## config.mk

```make
export PLATFORM = sky130hd
export DESIGN_NAME = fu_issue_regfile
export DESIGN_NICKNAME = d
export VERILOG_FILES = /design/src/rtl/fu_issue_regfile.sv
export SDC_FILE = /design/constraint.sdc
export NUM_CORES = 1
export LEC_CHECK = 0
export CORE_ASPECT_RATIO = 2
export CORE_UTILIZATION = 61
export DETAILED_ROUTE_END_ITERATION = 7
export PLACE_DENSITY = 0.87
export SLEW_MARGIN = 20
export SYNTH_ARGS = -nofsm -noshare
export SYNTH_HDL_FRONTEND = slang
export SYNTH_SLANG_ARGS = --single-unit
```

## constraint.sdc

```tcl
create_clock -name clk -period 8.55 [get_ports clk]
set_input_delay 1.71 -clock clk [delete_from_list [all_inputs] [get_ports clk]]
set_output_delay 1.71 -clock clk [all_outputs]
set_load 0.01 [all_outputs]
```

## src/rtl/fu_issue_regfile.sv

```systemverilog
// Issue + register-file stage feeding a combinational arithmetic unit: operand fetch with
// distance-1 forwarding, one registered execute stage, write-back with C/N/Z status flags.
module fu_issue_regfile #(
  parameter int WIDTH = 32,
  parameter int NREGS = 8,
  localparam int AW = $clog2(NREGS)
) (
  input  logic             clk,
  input  logic             rst,
  input  logic             in_valid,
  output logic             in_ready,
  input  logic [AW-1:0]    in_da,
  input  logic [AW-1:0]    in_aa,
  input  logic [AW-1:0]    in_ba,
  input  logic             in_mb,
  input  logic [WIDTH-1:0] in_const,
  input  logic [2:0]       in_op,
  output logic [WIDTH-1:0] A,
  output logic [WIDTH-1:0] B,
  output logic             S1,
  output logic             S0,
  output logic             Cin,
  input  logic [WIDTH-1:0] G,
  input  logic             Cout,
  output logic             wb_valid,
  output logic [AW-1:0]    wb_addr,
  output logic [WIDTH-1:0] wb_data,
  output logic             flag_c,
  output logic             flag_n,
  output logic             flag_z,
  input  logic [AW-1:0]    dbg_addr,
  output logic [WIDTH-1:0] dbg_data
);

  typedef enum logic {CLEAR, RUN} state_t;

  state_t            state_q, state_d;
  logic [AW-1:0]     clr_cnt_q, clr_cnt_d;
  logic [WIDTH-1:0]  regs_q [NREGS];

  logic              ex_valid_q;
  logic [WIDTH-1:0]  ex_a_q, ex_b_q;
  logic [2:0]        ex_op_q;
  logic [AW-1:0]     ex_da_q;

  logic              wb_valid_q;
  logic [AW-1:0]     wb_addr_q;
  logic [WIDTH-1:0]  wb_data_q;
  logic              flag_c_q, flag_n_q, flag_z_q;

  logic              accept;
  logic [WIDTH-1:0]  opnd_a_d, opnd_b_d;
  logic              rf_we;
  logic [AW-1:0]     rf_waddr;
  logic [WIDTH-1:0]  rf_wdata;

  // Clear sequencer: walks every address once, then hands the file to RUN.
  always_ff @(posedge clk) begin
    if (rst) begin
      state_q   <= CLEAR;
      clr_cnt_q <= '0;
    end else begin
      state_q   <= state_d;
      clr_cnt_q <= clr_cnt_d;
    end
  end

  always_comb begin
    state_d   = state_q;
    clr_cnt_d = clr_cnt_q;
    if (state_q == CLEAR) begin
      clr_cnt_d = clr_cnt_q + AW'(1);
      if (clr_cnt_q == AW'(NREGS - 1)) begin
        state_d   = RUN;
        clr_cnt_d = '0;
      end
    end
  end

  assign in_ready = (state_q == RUN) && !rst;
  assign accept   = in_valid && in_ready;

  // The op in EX writes at the same edge this fetch is captured, so its result comes from G.
  always_comb begin
    opnd_a_d = regs_q[in_aa];
    if (ex_valid_q && (in_aa == ex_da_q))
      opnd_a_d = G;
    opnd_b_d = regs_q[in_ba];
    if (ex_valid_q && (in_ba == ex_da_q))
      opnd_b_d = G;
    if (in_mb)
      opnd_b_d = in_const;
  end

  // Single write port shared by the clear walk and write-back; they never overlap.
  always_comb begin
    rf_we    = !rst && ((state_q == CLEAR) || ex_valid_q);
    rf_waddr = ex_da_q;
    rf_wdata = G;
    if (state_q == CLEAR) begin
      rf_waddr = clr_cnt_q;
      rf_wdata = '0;
    end
  end

  always_ff @(posedge clk) begin
    if (rf_we)
      regs_q[rf_waddr] <= rf_wdata;
  end

  always_ff @(posedge clk) begin
    if (rst) begin
      ex_valid_q <= 1'b0;
      ex_a_q     <= '0;
      ex_b_q     <= '0;
      ex_op_q    <= '0;
      ex_da_q    <= '0;
    end else if (accept) begin
      ex_valid_q <= 1'b1;
      ex_a_q     <= opnd_a_d;
      ex_b_q     <= opnd_b_d;
      ex_op_q    <= in_op;
      ex_da_q    <= in_da;
    end else begin
      ex_valid_q <= 1'b0;
    end
  end

  always_ff @(posedge clk) begin
    if (rst) begin
      wb_valid_q <= 1'b0;
      wb_addr_q  <= '0;
      wb_data_q  <= '0;
      flag_c_q   <= 1'b0;
      flag_n_q   <= 1'b0;
      flag_z_q   <= 1'b0;
    end else if (ex_valid_q) begin
      wb_valid_q <= 1'b1;
      wb_addr_q  <= ex_da_q;
      wb_data_q  <= G;
      flag_c_q   <= Cout;
      flag_n_q   <= G[WIDTH-1];
      flag_z_q   <= (G == '0);
    end else begin
      wb_valid_q <= 1'b0;
    end
  end

  assign A             = ex_a_q;
  assign B             = ex_b_q;
  assign {S1, S0, Cin} = ex_op_q;
  assign wb_valid      = wb_valid_q;
  assign wb_addr       = wb_addr_q;
  assign wb_data       = wb_data_q;
  assign flag_c        = flag_c_q;
  assign flag_n        = flag_n_q;
  assign flag_z        = flag_z_q;
  assign dbg_data      = regs_q[dbg_addr];

endmodule

```

==> results.json <==
{
  "outcome": "complete, no violations",
  "antenna_found_initial": 2,
  "yosysSeqAreaShare_pct": 51.1,
  "rsz0062_at_grt": "false",
  "setup_ws_ns": 2.42,
  "holdPathEnd": "flag_z",
  "layout-drive-gt1-share_pct": 18.6,
  "post-route-min-period_ns": 6.13,
  "setup.worst_path.class": "primary input to primary output",
  "critPathBufInv": 3,
  "synth_top_flop_cell": "edfxtp_1",
  "first_pass_iters": 6,
  "cp_slowest_cell": "buf_4",
  "max-clock-path-buffers": 3,
  "slowest_delay_ns": 0.65,
  "vias": 15200,
  "grt_pass1_wl_um": 92500,
  "track_usage_pct": 39.2,
  "slew_violations": 0,
  "portBuffers": 222,
  "syn_area_per_cell_um2": 13.6,
  "syn_to_final_growth_pct": 17.5,
  "ff2ff_path_depth": 5,
  "ir_drop_v": 0.000166,
  "p_comb_share_pct": 11.9,
  "place_area_um2": 21800,
  "worst-path-max-fanout": 41,
  "fin_cells": 2024,
  "root_buffer": "clkbuf_16",
  "h-tree-depth": 1,
  "cts_tree": "built",
  "worstHoldStart": "flag_z",
  "core_area_um2": 31400,
  "min_path_cells": 2,
  "fmax_mhz": 163,
  "critPathLaunchType": "primary input",
  "grt_pass1_vias": 15500,
  "final_nets": 1661,
  "intPower_mw": 2.98,
  "netSwitchingFraction_pct": 24.2,
  "hold_viol_final": 0,
  "fin_setup_tns_ns": 0,
  "crit_family": "buffers and inverters",
  "postCtsSetupRepairBufs": 0,
  "crit_required_ns": 6.84,
  "p_switching_mw": 0.952,
  "ys_warn_count": 0,
  "fill_cells": 2020,
  "multi_input_area_um2": 8840,
  "r2r_setup_slack_ns": 4.71,
  "hold_buffers": 0,
  "design_area_um2": 22900,
  "wl_per_cell_um": 31.3,
  "worst_slew_pin_slew_ns": 1.22,
  "drtIter0Drc": 1751,
  "skew_ns": 0.0290,
  "crit_top_cell": "buf_4",
  "layout_commonest_cell": "edfxtp_1",
  "dp.cells": 1965,
  "holdWs_ns": 0.488,
  "hold_path.class": "register to register",
  "path_clk_slew_ns": 0.06,
  "yosys_register_bits": 369,
  "final_cell_mix": "256 x edfxtp_1, 210 x clkdlybuf4s50_1, 128 x mux4_2",
  "fp.dieH_um": 255,
  "grt_start_max_net_pins": 79,
  "synth_edf_count": 256,
  "min_period_over_period_pct": 71.7,
  "drc": 0,
  "post-place-ws_ns": 2.44,
  "start_util_pct": 61.9,
  "place_congestion": 0.877,
  "synth_cell_type_count": 45,
  "setup_violations": 0,
  "syn_inst": 1434,
  "grt.overflow.total": 0,
  "die_width_um": 128,
  "p_per_area_nw_per_um2": 172,
  "die-area_um2": 32700,
  "rows": 92,
  "clk_latency_ns": 0.60,
  "drtAntennaViolNets": 0,
  "hpwlAfterDp_um": 37600,
  "p_leak_nw": 7.85,
  "cts_inserted_buffers": 31,
  "crit_chain": "buf_4 -> buf_4 -> mux4_2 -> mux2_2 -> clkdlybuf4s50_1",
  "slew_headroom_pct": 18.7,
  "cts_resized": 0,
  "wl_um": 63400,
  "cts.sinks": 369,
  "crit_arrival_ns": 4.42,
  "drv_cap": 0,
  "reg2reg_from": "state_q",
  "end_kind": "primary output",
  "syn-num-nets": 1520,
  "synthArstFlopShare_pct": 0,
  "vias_per_cell": 7.49,
  "reg2reg_to": "A[20]",
  "regArea_um2": 9950,
  "syn_area_um2": 19500,
  "ioPinCount": 223,
  "power_frac_seq_pct": 49.8,
  "clkPwrFrac_pct": 38.3
}
## cell families after synthesis
group	share of synthesized area, %
multiplexers	24.2
AO/OA/AOI/OAI	13.5
adder cells (fa/ha/maj)	0.129
buffers and inverters	3.88
AND/OR/NAND/NOR	6.91
flip-flops	51.1
XOR/XNOR	0.315
## worst register-to-register path, cell delays in order (launching register included)
cell and delay [ns]:
dfxtp_4 0.63, buf_4 0.64, and3b_4 1.06, o31a_2 0.63, buf_4 0.59, a221oi_1 0.16
## area by class of cell
class | count | share of cell area [%]
tap | 423 | 2.31
antenna | 1 | 0.0109
timing repair buffer | 247 | 10.3
multi-input combinational | 893 | 38.6
inverter | 33 | 0.541
clock buffer | 38 | 3.59
clock inverter | 20 | 1.06
sequential | 369 | 43.5
## stage by stage
step                total power [mW]  util (%)
global placement                2.44      69.4
finish                          3.93      72.8
CTS                             3.92      72.8
floorplan                       2.27         -
global route                    4.01      72.8
detailed placement              2.45      69.4
## registers in the layout (all words and copies together), names as in the netlist
| name | cells |
|---|---|
| flag_c | 1 |
| clr_cnt_q | 3 |
| flag_z | 1 |
| wb_addr | 3 |
| ex_da_q | 3 |
| A | 32 |
| state_q | 1 |
| wb_data | 32 |
| regs_q | 256 |
| ex_valid_q | 1 |
| B | 32 |
| wb_valid | 1 |
| ex_op_q | 3 |
## layer usage
metal | vias to the layer above | wire length, um | part of all wire [%] | GRT usage [%]
li1 | 6025 | - | - | -
met5 | - | 11 | 0.017 | 0
met4 | 2 | 5610 | 8.8 | 34.2
met2 | 1299 | 31600 | 50 | 65.4
met1 | 7453 | 19500 | 31 | 42.2
met3 | 387 | 6620 | 10 | 7.70
## cell usage after synthesis, types with 30 or more instances
cell	n	area, um^2
mux2i_1	70	701
mux4_2	128	2880
and4_1	32	280
mux2_1	64	721
o21a_1	32	240
nand2b_1	46	288
mux2_2	32	360
o21bai_1	32	240
clkbuf_1	91	342
nor2_1	50	188
nand2_1	75	282
edfxtp_1	256	7690
inv_1	33	124
o221ai_1	32	280
a21oi_1	34	170
o22ai_1	32	200
nand3_1	34	170
o31ai_1	32	240
a221oi_2	30	450
dfxtp_1	113	2260
o22a_1	65	569
## worst max path at each step
stage	from	endpoint	slack [ns]	cells after the start
floorplan	dbg_addr[0]	dbg_data[0]	3.81	4
global placement	dbg_addr[0]	dbg_data[29]	2.49	5
detailed placement	dbg_addr[0]	dbg_data[29]	2.44	5
CTS	dbg_addr[0]	dbg_data[29]	2.41	5
global route	dbg_addr[0]	dbg_data[29]	2.28	5
finish	dbg_addr[0]	dbg_data[29]	2.42	5
## power groups by stage
stage / Sequential, mW / Combinational (mW) / Clock (mW)
finish: 1.96 / 0.470 / 1.51
floorplan: 1.99 / 0.279 / 0
global placement: 1.99 / 0.448 / 0
CTS: 1.96 / 0.460 / 1.51
detailed placement: 2.00 / 0.455 / 0
global route: 1.96 / 0.486 / 1.57
Note: power is estimated with default switching activity, not from simulation.
